==> config.mk <==
export PLATFORM = sky130hd
export DESIGN_NAME = bin2onehot_stream
export DESIGN_NICKNAME = d
export VERILOG_FILES = /design/src/rtl/bin2oh_pkg.sv /design/src/rtl/bin2oh_decode.sv /design/src/rtl/bin2onehot_stream.sv
export SDC_FILE = /design/constraint.sdc
export NUM_CORES = 1
export LEC_CHECK = 0
export ABC_AREA = 1
export CORE_MARGIN = 2
export CORE_UTILIZATION = 53
export DETAILED_ROUTE_END_ITERATION = 10
export MAX_ROUTING_LAYER = met4
export PLACE_DENSITY = 0.89
export SETUP_SLACK_MARGIN = 0.1
export SLEW_MARGIN = 25
export SYNTH_ARGS = -nofsm -noshare
export SYNTH_HDL_FRONTEND = slang
export SYNTH_SLANG_ARGS = --single-unit
==> constraint.sdc <==
create_clock -name clk -period 1.7 [get_ports clk]
set_clock_uncertainty 0.05 [all_clocks]
set_input_delay 0.34 -clock clk [delete_from_list [all_inputs] [get_ports clk]]
set_output_delay 0.34 -clock clk [all_outputs]
set_load 0.005 [all_outputs]
==> src/rtl/bin2oh_pkg.sv <==
// Shared types and helpers for the bin2onehot_stream decoder and its skid buffer.
package bin2oh_pkg;

    typedef enum logic [1:0] {
        EMPTY = 2'd0,
        ONE   = 2'd1,
        FULL  = 2'd2
    } state_e;

    localparam logic MODE_ONEHOT = 1'b0;
    localparam logic MODE_THERMO = ~MODE_ONEHOT;

    // Constant-evaluable ceil(log2(n)); usable in parameter defaults.
    function automatic int clog2(input int n);
        int r;
        r = 0;
        for (int i = 0; i < 31; i++) begin
            if ((1 << i) < n) begin
                r = i + 1;
            end
        end
        return r;
    endfunction

endpackage

==> src/rtl/bin2oh_decode.sv <==
// Combinational binary index to one-hot (or thermometer) decoder with range error.
// Thermometer lanes exist only when BIN2OH_THERMO_EN is defined.
module bin2oh_decode
    import bin2oh_pkg::*;
#(
    parameter int OUT_W = 16,
    parameter int BIN_W = clog2(OUT_W)
) (
    input  logic [BIN_W-1:0] bin,
    input  logic             mode,
    output logic [OUT_W-1:0] vec,
    output logic             err
);

    logic [BIN_W:0] bin_ext;

    assign bin_ext = {1'b0, bin};
    assign err     = (bin_ext >= (BIN_W + 1)'(OUT_W));

`ifdef BIN2OH_THERMO_EN
    logic thermo;
    assign thermo = (mode == MODE_THERMO);
`else
    logic unused_mode;
    assign unused_mode = (mode == MODE_THERMO);
`endif

    genvar gi;
    generate
        for (gi = 0; gi < OUT_W; gi++) begin : g_lane
            localparam logic [BIN_W:0] IDX = (BIN_W + 1)'(gi);
`ifdef BIN2OH_THERMO_EN
            // Out-of-range would otherwise light every thermometer lane.
            assign vec[gi] = !err && (thermo ? (bin_ext >= IDX) : (bin_ext == IDX));
`else
            assign vec[gi] = (bin_ext == IDX);
`endif
        end
    endgenerate

endmodule

==> src/rtl/bin2onehot_stream.sv <==
// Streaming binary-to-one-hot decoder with a 2-entry skid buffer (main + skid).
// Define BIN2OH_THERMO_EN to enable per-transaction thermometer mode via in_mode.
module bin2onehot_stream
    import bin2oh_pkg::*;
#(
    parameter int OUT_W = 16,
    parameter int BIN_W = clog2(OUT_W)
) (
    input  logic             clk,
    input  logic             rst_n,
    input  logic             in_valid,
    output logic             in_ready,
    input  logic [BIN_W-1:0] in_bin,
    input  logic             in_mode,
    output logic             out_valid,
    input  logic             out_ready,
    output logic [OUT_W-1:0] out_vec,
    output logic             out_err
);

    state_e           state_q;
    logic             in_ready_q;
    logic             out_valid_q;
    logic [OUT_W-1:0] main_vec_q;
    logic             main_err_q;
    logic [OUT_W-1:0] skid_vec_q;
    logic             skid_err_q;

    logic [OUT_W-1:0] dec_vec;
    logic             dec_err;
    logic             in_fire;
    logic             out_fire;

    // Mode is folded into the decoded vector here, so it rides the buffer with the data.
    bin2oh_decode #(
        .OUT_W (OUT_W),
        .BIN_W (BIN_W)
    ) u_decode (
        .bin  (in_bin),
        .mode (in_mode),
        .vec  (dec_vec),
        .err  (dec_err)
    );

    assign in_fire  = in_valid && in_ready_q;
    assign out_fire = out_valid_q && out_ready;

    always_ff @(posedge clk or negedge rst_n) begin
        if (!rst_n) begin
            state_q     <= EMPTY;
            in_ready_q  <= 1'b1;
            out_valid_q <= 1'b0;
            main_vec_q  <= '0;
            main_err_q  <= 1'b0;
            skid_vec_q  <= '0;
            skid_err_q  <= 1'b0;
        end else begin
            case (state_q)
                EMPTY: begin
                    if (in_fire) begin
                        main_vec_q  <= dec_vec;
                        main_err_q  <= dec_err;
                        out_valid_q <= 1'b1;
                        state_q     <= ONE;
                    end
                end
                ONE: begin
                    if (in_fire && !out_fire) begin
                        skid_vec_q <= dec_vec;
                        skid_err_q <= dec_err;
                        in_ready_q <= 1'b0;
                        state_q    <= FULL;
                    end else if (in_fire && out_fire) begin
                        main_vec_q <= dec_vec;
                        main_err_q <= dec_err;
                    end else if (out_fire) begin
                        out_valid_q <= 1'b0;
                        state_q     <= EMPTY;
                    end
                end
                FULL: begin
                    if (out_fire) begin
                        main_vec_q <= skid_vec_q;
                        main_err_q <= skid_err_q;
                        in_ready_q <= 1'b1;
                        state_q    <= ONE;
                    end
                end
                default: begin
                    state_q     <= EMPTY;
                    in_ready_q  <= 1'b1;
                    out_valid_q <= 1'b0;
                end
            endcase
        end
    end

    assign in_ready  = in_ready_q;
    assign out_valid = out_valid_q;
    assign out_vec   = main_vec_q;
    assign out_err   = main_err_q;

endmodule

==> Yosys cells after proc, flatten, opt, wreduce, memory -nomap -nowiden <==
Cells that the tools add are included.
{ "word_totals": {"out_inout_bits": 19, "input_bits": 9, "wordCells": 73, "regBits": 38} }
{ "op_classes": {"n_eq_ne": 26, "bitwise": 2, "n_mux": 24, "magnitude_cmp": 1, "n_reduce_logical": 13} }
{ "op_table": {"columns": ["cell", "count"], "rows": [
  ["$mux W16", 4],
  ["$pmux W16 S3", 1],
  ["$eq A4 B4 Y1 const B", 8],
  ["$eq A4 B3 Y1 const B", 4],
  ["$ne A2 B2 Y1 const B", 7],
  ["$mux W1", 10],
  ["$mux W2", 5],
  ["$reduce_and A5 Y1", 2],
  ["$pmux W1 S3", 3],
  ["$eq A4 B2 Y1 const B", 2],
  ["$ne A3 B3 Y1 const B", 2],
  ["$pmux W2 S3", 1],
  ["$ge A4 B5 Y1 const B", 1],
  ["$logic_not A5 Y1", 1],
  ["$eq A4 B1 Y1 const B", 1],
  ["$logic_and A1 B1 Y1", 4],
  ["$reduce_and A4 Y1", 1],
  ["$reduce_and A3 Y1", 1],
  ["$reduce_bool A3 Y1", 1],
  ["$eq A2 B1 Y1 const B", 1],
  ["$eq A2 B2 Y1 const B", 1],
  ["$logic_not A2 Y1", 1],
  ["$not A1 Y1", 2],
  ["$reduce_and A2 Y1", 1],
  ["$logic_not A1 Y1", 1]
]} }

==> Longest topological paths before layout <==
{ "logic_depth": {"word_depth": 5, "ltp_mapped": 8, "ltp_nobuf": 7} }

==> Modules after synthesis <==
A second synthesis with hierarchy kept.
{ "unflattened": {"cells_unflattened": 259, "hier_area_um2": 1969.4} }
{ "modules_own_cells": {"columns": ["mod", "area_each_um2", "instances", "cells_per_inst"], "rows": [
  ["bin2onehot_stream", 1853.0, 1, 229],
  ["bin2oh_decode", 116.4, 1, 30]
]} }

==> Worst setup path before layout <==
Ideal clock, no wire load.
{ "synth_path": {"kind": "flip-flop to flip-flop", "startpoint": "register in_ready_q, in the netlist in_ready", "endpoint": "register main_vec_q[10], in the netlist out_vec[10]", "setup_slack_ns": 0.354, "synth_period_minus_slack_ns": 1.346, "arrival_time_ns": 1.179, "n_path_buf": 1, "required_time_ns": 1.534, "stages_incl_launch_ff": 7, "setup_time_ns": 0.116, "cell_sequence": "dfstp_2 -> nand2_2 -> nor2_1 -> nand2_2 -> buf_2 -> nand3_1 -> nand2_1"} }
{ "synth_via": {"elab_chain_len": 4, "elab_cells_between_ends": 7} }
{ "synth_rtl": {"columns": ["item", "line_no", "text"], "rows": [
  ["from (decl)", "bin2onehot_stream.sv:22", "logic in_ready_q;"],
  ["from (signal assigned)", "bin2onehot_stream.sv:51", "in_ready_q <= 1'b1;"],
  ["from (signal assigned)", "bin2onehot_stream.sv:71", "in_ready_q <= 1'b0;"],
  ["from (signal assigned)", "bin2onehot_stream.sv:85", "in_ready_q <= 1'b1;"],
  ["$logic_and A1 B1 Y1 *", "bin2onehot_stream.sv:45", "assign in_fire = in_valid && in_ready_q;"],
  ["$logic_and A1 B1 Y1 (on tied branches)", "bin2onehot_stream.sv:73, bin2onehot_stream.sv:68", null],
  ["$ne A2 B2 Y1 (no source line)", null, null],
  ["$reduce_and A5 Y1 (no source line) *", null, null],
  ["to (signal assigned)", "bin2onehot_stream.sv:61", "main_vec_q <= dec_vec;"],
  ["to (signal assigned)", "bin2onehot_stream.sv:74", "main_vec_q <= dec_vec;"],
  ["to (signal assigned)", "bin2onehot_stream.sv:83", "main_vec_q <= skid_vec_q;"],
  ["to (decl)", "bin2onehot_stream.sv:24", "logic [OUT_W-1:0] main_vec_q;"]
]} }
Every way passes the cells marked *; elsewhere a longest branch is shown, timed or not.
A chain may end at the register's enable or synchronous reset.

==> Final worst setup path <==
{ "layout_path": {"startpoint": "register main_vec_q[2], in the netlist out_vec[2]", "endpoint": "output out_vec[2]"} }
{ "layout_lines": {"columns": ["item", "line_no", "text"], "rows": [
  ["to (decl)", "bin2onehot_stream.sv:17", "output logic [OUT_W-1:0] out_vec,"]
]} }
No word-level cell between the ends.

==> metrics.md <==
| Metric | Value |
|---|---|
| Critical path arrival | 1.21 ns |
| Initial antenna violation count | 0 |
| GR Util met1 | 30.5% |
| Number of diodes | 0 |
| Die Area | 4050 µm² |
| Final hold violation count | 0 |
| Drt pass-1 iters | 5 |
| YS warnings | 0 |
| CTS root buf | clkbuf_4 |
| Sequential share of the synthesized area | 47.8% |
| Period minus WS final | 1.60 ns |
| Reg-to-Reg Start | in_ready |
| Area Overhead vs Synth | 27.3% |
| Largest stage delay, worst path | 0.50 ns |
| Period Utilization, post-route | 94.1% |
| CTS tree | done |
| Core ar. | 3390 µm² |
| Post-Syn Area | 1890 µm² |
| Sequential share of power | 59.8% |
| DP Worst Slack | -0.0353 ns |
| Grt met3 use | 3.93% |
| Combinational share of power | 6.2% |
| Maximum Capacitance Violations | 0 |
| CP max FO | 2 |
| LEAKAGE | 0.00162 µW |
| ANT nets after route | 0 |
| Yosys top cell area share | 46.4% |
| WS Path Type | register to primary output |
| Final core utilization | 70.8% |
| Peak VDD IR | 313 µV |
| Fillers | 240 |
| Via/cell ratio | 5.35 |
| Reg area | 902 µm² |
| Die X | 63.7 µm |
| Most common cell after layout, fill and taps aside | nand2_1 |
| Starting Density | 55.7% |
| Required @ worst endpoint | 1.31 ns |
| GRT busiest layer | met2 |
| Startpoint types | register |
| Initial DRC Count | 186 |
| Mapped Cells | 256 |
| Net Sw Power | 337 µW |
| Nets@finish | 306 |
| Clock slew at reported path FFs | 0.11 ns |
| Cell taking the most area after synthesis | dfrtp_1 |
| PnR worst setup slack | 0.101 ns |
| First-pass GRT wire length | 7.13 mm |
| Net Sw Frac | 23.5% |
| CP endpoint kind | primary output |
| Clock power share | 34.0% |
| Final WL | 4.77 mm |
| WHS | 0.308 ns |
| Buf+Inv Stages, Crit Path | 1 |
| Largest net degree at the start of global routing | 37 |
| Slowest CP cell | clkdlybuf4s50_1 |
| CP cell instances | clkdlybuf4s50_1 |
| Synth area leaders | dfrtp_1 (46%), nand2_1 (22%), nand3_1 (8.5%) |
| Global route overflow | 0 |
| Synth cell types | 20 |
| GRT met2 Usage | 36.3% |
| Final setup vio count | 0 |
| Mapped Nets | 265 |
| #FFs+latches synth | 36 |
| Power per cell area | 596 nW/µm² |
| Top Family by Delay on Critical Path | buffers and inverters |
| Cell row count | 21 |
| Vias in the first global route | 1544 |
| Vias after detailed routing | 1840 |
| Fmax | 0.625 GHz |
| Total power draw | 1430 µW |
| H-tree levels | 2 |
| Die H | 63.7 µm |
| Fin. max-slew vios | 0 |
| Hold/Removal Path Class | primary input to async pin |
| Area of the multi-input gates | 873 µm² |
| Most frequent cells in the layout | nand2_1 (109), dfrtp_1 (35), nand3_1 (32) |
| FF-to-FF path depth | 7 |
| Reg-to-reg slack, setup | 0.15 ns |
| IO Count | 28 |
| Drt drc | 0 |
| Clock Latency Late Sink | 0.35 ns |
| CTS max path bufs | 2 |
| DP HPWL | 2.81 mm |
| Reg-to-Reg End | out_vec[1] |
| IO buf count | 25 |
| WL/cell | 13.9 µm |
| Total track usage | 23.4% |
| TNS Setup | 0 ns |
| # clock sinks | 36 |
| Status | finished, final reports clean |
| Fraction of layout cells with a size suffix above 1 | 12.1% |
| Unrepaired setup endpoints after global routing | yes |
| Final Wtd Congestion | 0.895 |
| Int Pwr | 1090 µW |
| Number of CTS-inserted buffers | 5 |
| Avg Inst Size Synth | 7.37 µm² |
==> flip-flops by register name, summed over array words and instances (netlist names) <==
signal,count
out_vec,16
out_valid,1
skid_vec_q,16
state_q,2
in_ready,1
==> cell usage after synthesis <==
master / number
buf_2: 3
buf_4: 2
buf_6: 3
clkbuf_1: 2
conb_1: 1
dfrtp_1: 35
dfstp_2: 1
inv_1: 14
inv_2: 1
inv_4: 1
nand2_1: 109
nand2_2: 2
nand2_4: 4
nand3_1: 32
nor2_1: 24
nor2_2: 1
nor2_8: 1
o211ai_1: 1
o21ai_0: 18
o22ai_1: 1
==> stage by stage <==
step / instances / area (µm²)
final: 344 / 2400
after global placement: 327 / 2210
after floorplan: 256 / 1890
after CTS: 337 / 2280
after global routing: 344 / 2400
after detailed placement: 327 / 2210
==> cell type report <==
| class | count | area share [%] |
|---|---|---|
| tap | 46 | 2.40 |
| clock buffer | 8 | 2.45 |
| timing repair buffer | 44 | 18.5 |
| inverter | 16 | 2.71 |
| sequential | 36 | 37.6 |
| multi-input combinational | 194 | 36.4 |
==> power by group through the flow <==
| stage | clock network, µW | logic [µW] | registers, µW |
|---|---|---|---|
| finish | 487 | 88.2 | 856 |
| CTS | 473 | 87.8 | 856 |
| floorplan | 0 | 28.6 | 873 |
| detailed placement | 0 | 87.6 | 873 |
| global route | 532 | 98.2 | 856 |
| global placement | 0 | 86.2 | 873 |
==> cells by family after synthesis <==
kind of cell,Yosys count,share of synthesized area [%]
AND/OR/NAND/NOR,173,39.4
buffers and inverters,26,7.10
AO/OA/AOI/OAI,20,5.50
other,1,0.199
flip-flops,36,47.8
==> how the worst max path moves through the flow <==
stage,startpoint,endpoint,depth (start not counted)
2_1_floorplan,in_ready,out_vec[10],6
3_5_place_dp,in_valid,out_vec[1],7
6_report,out_vec[2],out_vec[2],1
4_1_cts,out_vec[12],out_vec[12],1
5_1_grt,in_ready,out_vec[1],7
3_3_place_gp,in_valid,out_vec[0],7
==> metal layers <==
metal / part of all wire [%] / wire, µm / vias up
li1: - / - / 887
met1: 39 / 1880 / 839
met2: 51 / 2420 / 106
met3: 8.7 / 415 / 8
met4: 1.1 / 51 / 0
met5: 0 / 0 / -
==> timing repair <==
action,in CTS,in global routing
buffers inserted,2,7
hold buffers,0,0
resized for setup,1,20
setup endpoints to repair,2,33
pin swaps,0,1
No activity file was read; power rests on OpenSTA's default activity.
